**config.mk**
```make
export PLATFORM = sky130hd
export DESIGN_NAME = fetch_align_stage
export DESIGN_NICKNAME = d
export VERILOG_FILES = /design/src/rtl/fetch_align_stage.sv
export SDC_FILE = /design/constraint.sdc
export NUM_CORES = 1
export LEC_CHECK = 0
export ABC_AREA = 1
export BUFFER_PORTS_ARGS = -buffer_cell sky130_fd_sc_hd__buf_2
export CAP_MARGIN = 20
export CORE_AREA = 2 2 141 143
export CTS_CLUSTER_SIZE = 25
export DETAILED_ROUTE_END_ITERATION = 8
export DIE_AREA = 0 0 143 145
export GPL_ROUTABILITY_DRIVEN = 0
export PLACE_DENSITY = 0.68
export SETUP_SLACK_MARGIN = 0.02
export SYNTH_ARGS = -nofsm -noshare
export SYNTH_HDL_FRONTEND = slang
export SYNTH_SLANG_ARGS = --single-unit
```
**constraint.sdc**
```tcl
create_clock -name clk -period 6 [get_ports clk]
set_input_delay 0.6 -clock clk [delete_from_list [all_inputs] [get_ports clk]]
set_output_delay 0.6 -clock clk [all_outputs]
set_load 0.005 [all_outputs]
```
**src/rtl/fetch_align_stage.sv**
```systemverilog
// Instruction-fetch front end: drives program-memory word addresses, buffers words as halfwords
// and realigns 16/32-bit instructions for decode. Compressed support is enabled by FETCH_RVC_EN.
module fetch_align_stage #(
   parameter logic [31:0] RESET_PC = 32'h0000_0000
) (
   input  logic        clk,
   input  logic        rst,
   output logic [31:0] pmAddr,
   input  logic [31:0] pmData,
   input  logic        redirect_valid,
   input  logic [31:0] redirect_pc,
   output logic        id_valid,
   input  logic        id_ready,
   output logic [31:0] id_instr,
   output logic [31:0] id_pc,
   output logic        id_compressed
);
   localparam int QDEPTH = 6;

`ifdef FETCH_RVC_EN
   localparam logic [31:0] PC_MASK = 32'hFFFF_FFFE;
`else
   localparam logic [31:0] PC_MASK = 32'hFFFF_FFFC;
`endif
   localparam logic [31:0] RESET_PC_EFF = RESET_PC & PC_MASK;
   localparam logic [31:0] RESET_ADDR   = RESET_PC & 32'hFFFF_FFFC;

   logic [15:0] hq_q [QDEPTH];
   logic [15:0] hq_d [QDEPTH];
   logic [2:0]  count_q, count_d;
   logic        req_q, req_d;
   logic [31:0] pm_addr_q, pm_addr_d;
   logic [31:0] pc_q, pc_d;
`ifdef FETCH_RVC_EN
   logic        skip_lo_q, skip_lo_d;
`endif

   logic        head_compressed_s;
   logic        head_ready_s;
   logic        id_valid_s;
   logic        fire_s;
   logic [1:0]  pop_n_s;
   logic [2:0]  base_s;
   logic        issue_s;

   // Head decode: instruction length at the queue head and whether all its halfwords are present.
   always_comb begin
`ifdef FETCH_RVC_EN
      head_compressed_s = (hq_q[0][1:0] != 2'b11);
`else
      head_compressed_s = 1'b0;
`endif
      if (head_compressed_s) begin
         head_ready_s = (count_q >= 3'd1);
      end else begin
         head_ready_s = (count_q >= 3'd2);
      end
   end

   // Decode-side outputs come straight from the queue head, so they hold while decode stalls.
   always_comb begin
      id_valid_s    = head_ready_s & ~redirect_valid;
      id_instr      = 32'h0000_0000;
      id_compressed = 1'b0;
      if (id_valid_s) begin
         if (head_compressed_s) begin
            id_instr      = {16'h0000, hq_q[0]};
            id_compressed = 1'b1;
         end else begin
            id_instr      = {hq_q[1], hq_q[0]};
            id_compressed = 1'b0;
         end
      end else begin
         id_instr      = 32'h0000_0000;
         id_compressed = 1'b0;
      end
   end

   assign id_valid = id_valid_s;
   assign id_pc    = pc_q;
   assign pmAddr   = pm_addr_q;

   // Handshake and flow control: pop size, post-pop fill level and request eligibility.
   always_comb begin
      fire_s = id_valid_s & id_ready;
      if (fire_s) begin
         if (head_compressed_s) begin
            pop_n_s = 2'd1;
         end else begin
            pop_n_s = 2'd2;
         end
      end else begin
         pop_n_s = 2'd0;
      end
      base_s  = count_q - {1'b0, pop_n_s};
      // Pre-pop count guarantees room for both the in-flight and the new response.
      issue_s = (({1'b0, count_q} + {2'b00, req_q, 1'b0}) <= 4'd4);
   end

   // Halfword queue next state: shift out popped entries, append the captured word behind them.
   always_comb begin
      count_d = count_q;
      for (int i = 0; i < QDEPTH; i++) begin
         hq_d[i] = hq_q[i];
      end
`ifdef FETCH_RVC_EN
      skip_lo_d = skip_lo_q;
`endif
      if (redirect_valid) begin
         count_d = 3'd0;
`ifdef FETCH_RVC_EN
         skip_lo_d = redirect_pc[1];
`endif
      end else begin
         case (pop_n_s)
            2'd1: begin
               for (int i = 0; i < QDEPTH - 1; i++) begin
                  hq_d[i] = hq_q[i + 1];
               end
            end
            2'd2: begin
               for (int i = 0; i < QDEPTH - 2; i++) begin
                  hq_d[i] = hq_q[i + 2];
               end
            end
            default: begin
               for (int i = 0; i < QDEPTH; i++) begin
                  hq_d[i] = hq_q[i];
               end
            end
         endcase
         if (req_q) begin
`ifdef FETCH_RVC_EN
            skip_lo_d = 1'b0;
            if (skip_lo_q) begin
               hq_d[base_s] = pmData[31:16];
               count_d      = base_s + 3'd1;
            end else begin
               hq_d[base_s]        = pmData[15:0];
               hq_d[base_s + 3'd1] = pmData[31:16];
               count_d             = base_s + 3'd2;
            end
`else
            hq_d[base_s]        = pmData[15:0];
            hq_d[base_s + 3'd1] = pmData[31:16];
            count_d             = base_s + 3'd2;
`endif
         end else begin
            count_d = base_s;
         end
      end
   end

   // Fetch address, request flag and instruction PC next state; a redirect overrides both.
   always_comb begin
      pm_addr_d = pm_addr_q;
      req_d     = 1'b0;
      pc_d      = pc_q;
      if (redirect_valid) begin
         pm_addr_d = redirect_pc & 32'hFFFF_FFFC;
         req_d     = 1'b0;
         pc_d      = redirect_pc & PC_MASK;
      end else begin
         if (issue_s) begin
            req_d     = 1'b1;
            pm_addr_d = pm_addr_q + 32'd4;
         end else begin
            req_d     = 1'b0;
            pm_addr_d = pm_addr_q;
         end
         if (fire_s) begin
            pc_d = pc_q + (head_compressed_s ? 32'd2 : 32'd4);
         end else begin
            pc_d = pc_q;
         end
      end
   end

   // State registers with synchronous reset.
   always_ff @(posedge clk) begin
      if (rst) begin
         pm_addr_q <= RESET_ADDR;
         pc_q      <= RESET_PC_EFF;
         count_q   <= 3'd0;
         req_q     <= 1'b0;
`ifdef FETCH_RVC_EN
         skip_lo_q <= RESET_PC[1];
`endif
         for (int i = 0; i < QDEPTH; i++) begin
            hq_q[i] <= 16'h0000;
         end
      end else begin
         pm_addr_q <= pm_addr_d;
         pc_q      <= pc_d;
         count_q   <= count_d;
         req_q     <= req_d;
`ifdef FETCH_RVC_EN
         skip_lo_q <= skip_lo_d;
`endif
         for (int i = 0; i < QDEPTH; i++) begin
            hq_q[i] <= hq_d[i];
         end
      end
   end

endmodule

```
# Word-level counts from Yosys, hierarchy flattened
# Memory sizes are Yosys's and may differ from the RTL's.
# Cells that the tools add are included.
# op_classes
n_addsub,6
n_lt_le_gt_ge,6
n_eq_ne,2
muxes,30
bitwise_logic,11
reduce_logical,5
# op_table
cell,n
bitwise mux 96 bit,2
2-to-1 mux 96 bit,2
2-to-1 mux 16 bit,11
2-to-1 mux 32 bit,5
one-hot mux 64 bit (2 select lines),1
demux 16 bit (select 3 bit),2
"adder 32 x 3 -> 32 bit, second input constant",2
2-to-1 mux 64 bit,1
">= comparator 4 bit, second input constant",2
"< comparator 4 x 1 -> 1 bit, second input constant",2
NOT 3 -> 4 bit,2
bitwise OR 1 bit,6
adder 3 x 2 -> 4 bit,1
"less-or-equal comparator 4 x 3 -> 1 bit, second input constant",1
2-to-1 mux 1 bit,4
nonzero test 2 bit,2
"adder 3 x 1 -> 3 bit, second input constant",1
"adder 3 x 2 -> 3 bit, second input constant",1
">= comparator 3 x 2 -> 1 bit, second input constant",1
2-to-1 mux 3 bit,1
subtractor 3 x 2 -> 3 bit,1
AND 1 bit,2
"== test 2 x 1 -> 1 bit, second input constant",1
"== test 2 bit, second input constant",1
4 further kinds,5
# totals
reg_bits,68
ram_bits,96
in_bits,68
output_inout_bits,98
word_cells,67
n_memories,1
# mem_list
name,depth,word_bits,rd,rd_ports_with_merged_regs,write_ports,line,rtl
hq_q,6,16,6,0,6,28,logic [15:0] hq_q [QDEPTH];

# Depth between registers and ports, before layout
# logic_depth
ltp_word,15
depth_mapped,12
depth_no_buf,11

# Least setup slack after synthesis
# Ideal clock, no wire load.
# synth_timing
path_type,input to output
from,input redirect_valid
to,output id_instr[10]
arrival_ps,1389
required_ps,5400
path_slack_ps,4011
stages,5
n_path_buf,2
cell_sequence,buf_2 -> inv_2 -> o21ai_4 -> clkbuf_1 -> nor2_1
# synth_via
elab_chain_len,3
# synth_lines
item,line,rtl
from (decl),10,"input logic redirect_valid,"
NOT 1 bit,62,id_valid_s = head_ready_s & ~redirect_valid;
AND 1 bit,62,
2-to-1 mux 32 bit,65,if (id_valid_s) begin
to (decl),14,"output logic [31:0] id_instr,"
# No other way between the ends.

# Worst setup path after layout
# layout_timing
from,input redirect_valid
to,register pc_q[8] (netlist: id_pc[8])
# layout_via
elab_chain_len,4
elab_cells_between_ends,5
cone_classes,1 x mux; 3 x bitwise; 1 x reduce/logical
# layout_lines
item,line,rtl
NOT 1 bit,62,
AND 1 bit,62,
AND 1 bit,85,fire_s = id_valid_s & id_ready;
nonzero test 2 bit (no line),--,
to (signal assigned),194,pc_q <= pc_d;
to (decl),33,"logic [31:0] pc_q, pc_d;"
# Several ways; a longest one is shown, not always the timed one.
# A chain may end at the register's enable or synchronous reset.

==> run metrics <==
post-CTS setup buffers=0; post-DR vias/cell=5.02; skew final=0.0113 ns; Post-synth ARST share=0; fin. max-slew vios=0; full die area=20700 sq um; Initial Util=0.496; Avg Cell Area, Syn=5.83 sq um; status=complete, no violations; CTS clk-pin slew, worst paths=0.06 ns; die height=145 um; Post-synth top cells=nand2_1 (619), inv_1 (214), nor2_1 (195); Detailed Place HPWL=18.9 mm; RSZ-0062 raised after global routing=no; post-synthesis cell count=1634; IO Pins=166; Final Util=0.568; CTS tree=yes; pre-CTS setup slack=1.97 ns; Die W=143 um; Total GRT Usage=0.279; Yosys warnings=0; clk sinks=159; worst setup path endpoint=id_pc[8]$_SDFFE_PP0P_; first-iteration detailed-routing DRC count=760; # rows=51; layout cells sized above 1=0.121; final worst setup slack=2.36 ns; Synth top area share=0.334; worst min path class=input port to flip-flop; synthesis-to-layout area growth=14.6%; Design Power=2.43 mW; Max-Slew Margin vs Limit=0.247; residual overflow from global routing=0; final hold violation count=0; Top FF cell, synth=dfxtp_1; antenna violations before repair=2; crit path kind=input port to flip-flop; max_cap viols=0; slowest cell on the critical path=nor2_2; R2R setup slack=2.59 ns; Total Wirelength=28.7 mm; DRC errors left=0; clock latency on the worst-skew pair=0.44 ns; H-tree levels=4; Pwr Density=222 nW/um^2; routed length per instance=14.2 um; Core Area=19200 sq um; first-pass GRT wire length=46.6 mm; EDFF count, synth=0; nets=1817; Worst VDD drop=0.000201 V; crit path from=redirect_valid; Sum Neg Setup Slack=0 ns; CTS Hold Bufs=0; Fmax=0.275 GHz; cell area after synthesis=9520 sq um; Netlist cell types=35; top post-synthesis cells by area=dfxtp_1 (33%), nand2_1 (24%), inv_1 (8.4%), nor2_1 (7.7%), nand3_1 (6.8%); remaining antenna violation count=0; worst r2r path cells=8; Reg-to-Reg End=id_pc[8]$_SDFFE_PP0P_; FF-to-FF Start=count_q[2]$_SDFF_PP0_; Min Clock Period, post-route=3.64 ns; DR pass1 iterations=5; startpoint types=input port; post-route clock period utilization=0.607; CTS Root Cell=clkbuf_16; most frequent cell after synthesis=nand2_1; crit path DAT=4.01 ns; vias=10100; Antenna Cells=0; PortBufs=158; Max Fanout on Critical Path=46; CP Cell Sequence=buf_2 > inv_2 > o21ai_4 > nor2_8 > buf_4 > nor2_2 > a21oi_1 > o21ai_0 > nand2_1 > inv_1; largest area contributor in the netlist=dfxtp_1; via count of the first global-routing pass=9334; Synth Register Bits=159; post-CTS sizing=0; clk buf depth=2; Max stage delay on crit path=0.82 ns; cts bufs inserted=17; largest net degree at the start of global routing=71; Setup-failing EPs final=0; Leak=5.27 nW; Worst Tran Pin Value=1.13 ns; Critical Path End Type=flip-flop; Seq/Total Area, Yosys=0.334; Hold Worst Slack=0.403 ns; Crit path required time=6.37 ns
-- per-layer routing --
layer	track usage	part of all wire	vias to the layer above
met5	0	0.00070	-
met4	0.145	0.046	4
met3	0.0518	0.077	83
met2	0.438	0.44	389
li1	-	-	5222
met1	0.363	0.44	4431
-- cell usage in the layout, fill, tap and decap left out, drive strengths merged, types with 3 or more instances in the layout --
master / count
nor3: 4
conb: 5
xor2: 15
nand3: 132
a21boi: 18
ha: 5
clkinv: 4
nor2: 200
nand4: 10
o22ai: 4
a31oi: 12
a21oi: 37
clkbuf: 22
o21ai: 95
inv: 217
buf: 167
nand3b: 12
dfxtp: 159
nand2: 623
xnor2: 3
-- cell type report --
cell class,count,area [sq um]
flip-flops and latches,159,3180
well taps,265,332
clock inverters,7,65.1
fillers,2006,8290
multi-input cells,1182,5200
clock buffers,22,464
inverters,217,815
repair buffers,167,858
-- state kept, by name (all words and copies together), names as in the netlist --
register and cells:
pmAddr 30, hq_q 96, count_q 2, req_q 1, id_pc 30
-- worst max-delay path, delay by kind of cell --
| kind | cells | cell delay (ns) |
|---|---|---|
| buf+inv | 4 | 1.35 |
| simple gates | 3 | 1.16 |
| compound gates | 3 | 0.80 |
-- where the power goes --
group,internal (mW),switching [mW]
logic,0.0922,0.174
registers,1.10,0.0479
clock network,0.582,0.435
total,1.77,0.657
-- worst min path at each step --
stage          depth (start not counted)                        to  slack (ns)                     start
2_1_floorplan                          2   hq_q[0][0]$_SDFFE_PP0N_        0.43   hq_q[0][0]$_SDFFE_PP0N_
3_3_place_gp                           2  hq_q[0][15]$_SDFFE_PP0N_        0.44  hq_q[0][15]$_SDFFE_PP0N_
3_5_place_dp                           2   hq_q[0][2]$_SDFFE_PP0N_        0.44   hq_q[0][2]$_SDFFE_PP0N_
4_1_cts                                3   hq_q[4][8]$_SDFFE_PP0P_        0.40                 pmData[8]
5_1_grt                                3  hq_q[4][15]$_SDFFE_PP0P_        0.41                pmData[15]
6_report                               3   hq_q[5][4]$_SDFFE_PP0P_        0.40                pmData[20]
-- cell families after synthesis --
family / after synthesis / share of synthesized area
and+or+nand+nor: 983 / 0.419
adders and majority gates: 5 / 0.00657
other: 1 / 0.000394
xor gates and xnor gates: 18 / 0.0166
DFF: 159 / 0.334
buffers and inverters: 297 / 0.123
AOI/OAI and AO/OA: 171 / 0.0996
-- per-stage QoR --
step,cells,cell area (sq um)
floorplan,1638,9540
global route,2019,10900
CTS,2019,10900
detailed placement,1990,10400
global placement,1990,10400
finish,2019,10900
No activity file was read; power rests on OpenSTA's default activity.
